File: config.mk
export PLATFORM = sky130hd
export DESIGN_NAME = seg7_scan_ctrl
export DESIGN_NICKNAME = d
export VERILOG_FILES = /design/src/rtl/seg7_scan_ctrl.sv
export SDC_FILE = /design/constraint.sdc
export NUM_CORES = 1
export LEC_CHECK = 0
export BUFFER_PORTS_ARGS = -buffer_cell sky130_fd_sc_hd__buf_4
export CAP_MARGIN = 10
export CORE_ASPECT_RATIO = 1.5
export CORE_MARGIN = 2
export CORE_UTILIZATION = 55
export CTS_CLUSTER_DIAMETER = 60
export DETAILED_ROUTE_END_ITERATION = 6
export PLACE_DENSITY_LB_ADDON = 0.15
export SKIP_LAST_GASP = 1
export SLEW_MARGIN = 25
export SYNTH_ARGS = -nofsm -noshare
export SYNTH_HDL_FRONTEND = slang
export SYNTH_SLANG_ARGS = --single-unit
File: constraint.sdc
create_clock -name clk -period 2.3 [get_ports clk]
set_input_delay 0.115 -clock clk [delete_from_list [all_inputs] [get_ports clk]]
set_output_delay 0.115 -clock clk [all_outputs]
set_load 0.02 [all_outputs]
File: src/rtl/seg7_scan_ctrl.sv
// seg7_scan_ctrl: time-multiplexed scan controller for a 4-digit
// common-anode 7-segment display. Produces a 4-bit decoder code per slot
// (4'hF = blank), active-low anodes and an active-low decimal point.
// New display contents are staged and only applied at a frame wrap, so a
// frame never shows a mix of old and new digits.
//
// Optional feature macro: SEG7_SCAN_BLINK_EN
//   When defined, a frame counter toggles a blink phase every BLINK_FRAMES
//   frames; while blink=1 and the phase is set, anodes and dp are forced off.
//   When undefined, the blink input is ignored.
module seg7_scan_ctrl #(
  parameter int REFRESH_DIV  = 100000,
  parameter int GUARD        = 4,
  parameter int BLINK_FRAMES = 128
) (
  input  logic        clk,
  input  logic        rst,
  input  logic [15:0] digits,
  input  logic [1:0]  mode,
  input  logic [3:0]  dp_en,
  input  logic        lz_blank,
  input  logic        update,
  input  logic        blink,
  output logic        update_ack,
  output logic [3:0]  code,
  output logic [3:0]  an,
  output logic        dp
);

  typedef enum logic [1:0] {
    MODE_NUM   = 2'd0,
    MODE_ERR   = 2'd1,
    MODE_DONE  = 2'd2,
    MODE_BLANK = 2'd3
  } mode_e;

  localparam int TW = (REFRESH_DIV > 2) ? $clog2(REFRESH_DIV) : 1;
  localparam logic [TW-1:0] TICK_LAST = TW'(REFRESH_DIV - 1);

  // scan position
  logic [TW-1:0] tick_q, tick_d;
  logic [1:0]    idx_q, idx_d;

  // staging (written by update) and shadow (what is being displayed)
  logic [15:0] stg_digits_q, stg_digits_d;
  mode_e       stg_mode_q, stg_mode_d;
  logic [3:0]  stg_dp_q, stg_dp_d;
  logic        stg_lz_q, stg_lz_d;
  logic        pending_q, pending_d;

  logic [15:0] shd_digits_q, shd_digits_d;
  mode_e       shd_mode_q, shd_mode_d;
  logic [3:0]  shd_dp_q, shd_dp_d;
  logic        shd_lz_q, shd_lz_d;

  // registered outputs
  logic       ack_q, ack_d;
  logic [3:0] code_q, code_d;
  logic [3:0] an_q, an_d;
  logic       dp_q, dp_d;

  logic tick_last;
  logic frame_wrap;
  logic in_guard;
  logic [3:0] cur_nib;
  logic lead3, lead2, lead1;
  logic lz_hit;
  logic [3:0] code_sel;

  assign tick_last  = (tick_q == TICK_LAST);
  assign frame_wrap = tick_last && (idx_q == 2'd3);
  assign in_guard   = (int'(tick_q) < GUARD);

  // slot timer and digit index advance
  always_comb begin
    tick_d = tick_q + TW'(1);
    idx_d  = idx_q;
    if (tick_last) begin
      tick_d = '0;
      idx_d  = idx_q + 2'd1;
    end
  end

  // update staging and frame-synchronous transfer into the shadow set
  always_comb begin
    stg_digits_d = stg_digits_q;
    stg_mode_d   = stg_mode_q;
    stg_dp_d     = stg_dp_q;
    stg_lz_d     = stg_lz_q;
    pending_d    = pending_q;
    shd_digits_d = shd_digits_q;
    shd_mode_d   = shd_mode_q;
    shd_dp_d     = shd_dp_q;
    shd_lz_d     = shd_lz_q;
    ack_d        = 1'b0;

    if (update) begin
      stg_digits_d = digits;
      stg_mode_d   = mode_e'(mode);
      stg_dp_d     = dp_en;
      stg_lz_d     = lz_blank;
      pending_d    = 1'b1;
    end

    // an update landing on the wrap itself bypasses staging
    if (frame_wrap && (pending_q || update)) begin
      if (update) begin
        shd_digits_d = digits;
        shd_mode_d   = mode_e'(mode);
        shd_dp_d     = dp_en;
        shd_lz_d     = lz_blank;
      end else begin
        shd_digits_d = stg_digits_q;
        shd_mode_d   = stg_mode_q;
        shd_dp_d     = stg_dp_q;
        shd_lz_d     = stg_lz_q;
      end
      pending_d = 1'b0;
      ack_d     = 1'b1;
    end
  end

  // code for the current slot from the shadow set
  always_comb begin
    cur_nib = shd_digits_q[{idx_q, 2'b00} +: 4];
    lead3   = (shd_digits_q[15:12] == 4'h0);
    lead2   = lead3 && (shd_digits_q[11:8] == 4'h0);
    lead1   = lead2 && (shd_digits_q[7:4] == 4'h0);
    lz_hit  = 1'b0;
    case (idx_q)
      2'd3:    lz_hit = lead3;
      2'd2:    lz_hit = lead2;
      2'd1:    lz_hit = lead1;
      default: lz_hit = 1'b0;   // digit 0 always shows
    endcase

    code_sel = 4'hF;
    case (shd_mode_q)
      MODE_NUM: code_sel = (shd_lz_q && lz_hit) ? 4'hF : cur_nib;
      MODE_ERR: begin
        case (idx_q)
          2'd3:    code_sel = 4'hF;
          2'd2:    code_sel = 4'hE;
          default: code_sel = 4'hA;
        endcase
      end
      MODE_DONE: begin
        case (idx_q)
          2'd3:    code_sel = 4'hD;
          2'd2:    code_sel = 4'hC;
          2'd1:    code_sel = 4'hB;
          default: code_sel = 4'hE;
        endcase
      end
      default: code_sel = 4'hF;
    endcase
  end

`ifdef SEG7_SCAN_BLINK_EN
  localparam int FW = (BLINK_FRAMES > 1) ? $clog2(BLINK_FRAMES) : 1;
  localparam logic [FW-1:0] FRAME_LAST = FW'(BLINK_FRAMES - 1);

  logic [FW-1:0] frame_cnt_q, frame_cnt_d;
  logic          phase_q, phase_d;

  // blink phase: toggles every BLINK_FRAMES frame wraps, held clear while blink=0
  always_comb begin
    frame_cnt_d = frame_cnt_q;
    phase_d     = phase_q;
    if (!blink) begin
      frame_cnt_d = '0;
      phase_d     = 1'b0;
    end else if (frame_wrap) begin
      if (frame_cnt_q == FRAME_LAST) begin
        frame_cnt_d = '0;
        phase_d     = ~phase_q;
      end else begin
        frame_cnt_d = frame_cnt_q + FW'(1);
      end
    end
  end

  // blink phase registers
  always_ff @(posedge clk) begin
    if (rst) begin
      frame_cnt_q <= '0;
      phase_q     <= 1'b0;
    end else begin
      frame_cnt_q <= frame_cnt_d;
      phase_q     <= phase_d;
    end
  end
`else
  logic blink_unused;
  assign blink_unused = blink & (BLINK_FRAMES > 0);
`endif

  // anode, dp and code for the next output register
  always_comb begin
    code_d = code_sel;
    an_d   = ~(4'b0001 << idx_q);
    dp_d   = ~shd_dp_q[idx_q];
    // blank mode keeps every anode off, not just the guard window
    if (in_guard || (shd_mode_q == MODE_BLANK)) begin
      an_d = 4'b1111;
    end
    if (in_guard || (shd_mode_q != MODE_NUM)) begin
      dp_d = 1'b1;
    end
`ifdef SEG7_SCAN_BLINK_EN
    if (blink && phase_q) begin
      an_d = 4'b1111;
      dp_d = 1'b1;
    end
`endif
  end

  // state registers with synchronous reset
  always_ff @(posedge clk) begin
    if (rst) begin
      tick_q       <= '0;
      idx_q        <= 2'd0;
      stg_digits_q <= 16'h0000;
      stg_mode_q   <= MODE_BLANK;
      stg_dp_q     <= 4'h0;
      stg_lz_q     <= 1'b0;
      pending_q    <= 1'b0;
      shd_digits_q <= 16'h0000;
      shd_mode_q   <= MODE_BLANK;
      shd_dp_q     <= 4'h0;
      shd_lz_q     <= 1'b0;
      ack_q        <= 1'b0;
      code_q       <= 4'hF;
      an_q         <= 4'b1111;
      dp_q         <= 1'b1;
    end else begin
      tick_q       <= tick_d;
      idx_q        <= idx_d;
      stg_digits_q <= stg_digits_d;
      stg_mode_q   <= stg_mode_d;
      stg_dp_q     <= stg_dp_d;
      stg_lz_q     <= stg_lz_d;
      pending_q    <= pending_d;
      shd_digits_q <= shd_digits_d;
      shd_mode_q   <= shd_mode_d;
      shd_dp_q     <= shd_dp_d;
      shd_lz_q     <= shd_lz_d;
      ack_q        <= ack_d;
      code_q       <= code_d;
      an_q         <= an_d;
      dp_q         <= dp_d;
    end
  end

  assign update_ack = ack_q;
  assign code       = code_q;
  assign an         = an_q;
  assign dp         = dp_q;

endmodule

==> results_dict.tcl <==
set metrics [dict create \
    outcome "complete, no violations" \
    grt_pass1_wl_um 11000 \
    nNetsFinal 403 \
    r2r_start "tick_q[0]$_SDFF_PP0_" \
    yosys_warnings 0 \
    final_layout_size_suffix_gt1_share_pct 26.5 \
    end_kind "flip-flop" \
    rows 35 \
    core-area_um2 6090 \
    drt_wl_total_um 6600 \
    cts-resized-gates 0 \
    start_util_pct 56.0 \
    syn2layout_area_growth_pct 15.9 \
    grt_pass1_vias 2432 \
    die_h_um 100 \
    leakagePower_uw 0.00161 \
    netlist_instances 323 \
    fin_skew_ns 0.00883 \
    synth_seq_cells 76 \
    cts_num_sinks 76 \
    detail_route.first_pass.iterations 4 \
    syn-cell-area_um2 3410 \
    yosysUniqueCellTypes 45 \
    whs_ns 0.0441 \
    final-setup-viol-count 0 \
    die_area_um2 6860 \
    antenna_found_initial 0 \
    synth_fp_nets 361 \
    dpl.cell_count 426 \
    worstSetupStartpoint "tick_q[0]$_SDFF_PP0_" \
    async_flop_share_pct 0 \
    overflow 0 \
    hpwl_um 4700 \
    ys.flop_type "dfxtp_1" \
    wl_per_cell_um 14.9 \
    path_max_fanout 14 \
    drt_iter0_markers 78 \
    synthTopCellsByArea "dfxtp_1 45%, mux2_4 8.4%, mux2i_1 6.2%" \
    drv_cap 0 \
    report.power.total_uw 2500 \
    r2r-end "shd_digits_q[6]$_SDFFE_PP0P_" \
    num_vias 2367 \
    fmax_mhz 491 \
    utilization_pct 64.9 \
    stdcell_count 444 \
    grt_use_total_pct 22.1 \
    clock_path_buffers 2 \
    synth_top_area_cell "dfxtp_1" \
    tightest_slew_ns 0.544 \
    arrival_ns 2.28 \
    setup_tns_ns 0 \
    top_usage_layer "met2" \
    required_ns 2.55 \
    hold_path.class "in -> reg" \
    diodes 0 \
    cts_made_buffers 9 \
    path_clk_slew_ns 0.07 \
    ys_top_cells_by_count "76 x dfxtp_1, 40 x nor2_1, 23 x nor2b_1, 21 x mux2i_1, 19 x mux2_4" \
    h-tree-depth 3 \
    rsz0062_at_grt "false" \
    hold_viol 0 \
    yosysMostFrequentCell "dfxtp_1" \
    ir_drop_v 0.000350 \
    pin_count 37 \
    powerDensity_nw_per_um2 633 \
    period_minus_slack_ns 2.04 \
    post-route-drc-count 0 \
    synth_top_area_share_pct 44.6 \
    worstHoldStart "digits[8]" \
    crit_slowest_cell "dfxtp_1" \
    grtUsageMet2_pct 38.5 \
    clk_root_buffer_cell "clkbuf_8" \
    cp_slowest_stage_delay_ns 0.39 \
    grtUsageMet1_pct 22.4 \
    drt-vias-per-instance 5.33 \
    grt_util_met3_pct 4.82 \
    ant_nets 0 \
    slew_viol_final 0 \
    grt_max_degree 57 \
    reg2reg_depth 6 \
    slew_headroom_pct 63.7 \
    r2r_slack_ns 0.26 \
    synth_edf_count 0 \
    globalplace.congestion 0.793 \
    syn_avg_cell_area_um2 10.6 \
    critical_path_class "reg -> reg" \
    crit_chain "ha_1 -> and4_1 -> and4_4 -> and3_4 -> buf_4 -> mux2_4" \
    tritoncts "done" \
    place.port_buffers 35 \
    clock_latency_ns 0.35 \
    post-route-period-util_pct 88.6 \
    crit_end "shd_digits_q[6]$_SDFFE_PP0P_" \
    seq_area_frac_synth_pct 44.6 \
    die_w_um 68.3 \
    start_kind "flip-flop" \
]
worst min path at each step:
stage                                            end  slack (ns)  cells after the start
after floorplan             stg_mode_q[0]$_SDFF_PP1_        0.25                      1
after global placement      stg_mode_q[1]$_SDFF_PP1_        0.36                      2
after detailed placement    stg_mode_q[0]$_SDFF_PP1_        0.36                      2
after CTS                     stg_dp_q[0]$_SDFF_PP0_        0.03                      3
after global routing      stg_digits_q[4]$_SDFF_PP0_        0.05                      3
final                     stg_digits_q[8]$_SDFF_PP0_        0.04                      3
metrics by stage:
step	area, um2	setup WS (ns)
2_1_floorplan	3410	0.367
3_3_place_gp	3730	0.320
3_5_place_dp	3730	0.260
4_1_cts	3950	0.247
5_1_grt	3950	0.187
6_report	3950	0.262
report_power, final:
part	internal, uW	switching, uW
clock	556	458
sequential	1340	10.1
combinational	64.1	66.0
per-layer routing:
layer	share of wire (%)	vias to the layer above
met2	53	44
met4	3.4	0
met3	3.3	18
li1	-	1207
met1	40	1098
met5	0	-
critical path, delay by kind of cell, from the launching register on:
family | cells | cell delay (ns)
fa+ha+maj | 1 | 0.21
buf+inv | 1 | 0.20
flops | 1 | 0.39
mux | 1 | 0.31
simple gates | 3 | 0.82
cells by family (layout without fill, tap and decap cells):
group	Yosys count	after routing	share of synthesized area, %
compound gates	27	27	5.10
xor+xnor	13	13	3.34
fa+ha+maj	11	11	4.04
buf+inv	27	74	4.55
flops	76	76	44.6
mux	49	49	19.2
simple gates	120	120	19.2
layout make-up:
class,instances,area (um2)
Clock buffer,12,155
Multi-Input combinational cell,220,1730
Sequential cell,76,1520
Timing Repair Buffer,48,365
Fill cell,495,2130
Inverter,10,37.5
Tap cell,74,92.6
Clock inverter,4,47.5
flip-flops by register name, indices dropped and copies added (netlist names), 2 cells and up:
name,count
code,4
stg_digits_q,16
shd_mode_q,2
shd_dp_q,4
idx_q,2
tick_q,17
an,4
shd_digits_q,16
stg_dp_q,4
stg_mode_q,2
what timing repair did:
action                                 4_1_cts  5_1_grt
endpoints found under the hold margin        2        0
setup endpoints to repair                    0        0
setup buffers                                0        0
hold buffers                                 2        0
cell usage in the layout, fill, tap and decap left out, drive strengths merged, types with 4 or more instances in the layout:
cell type,instances
nor3,8
xor2,5
ha,11
o21ai,8
nor2b,23
nor4,10
clkbuf,12
mux2,23
nand4,6
a21oi,8
mux4,5
dfxtp,76
xnor2,8
inv,10
nand2,8
nor2,40
buf,46
mux2i,21
nand3,7
or3,4
No activity file was read; power rests on OpenSTA's default activity.
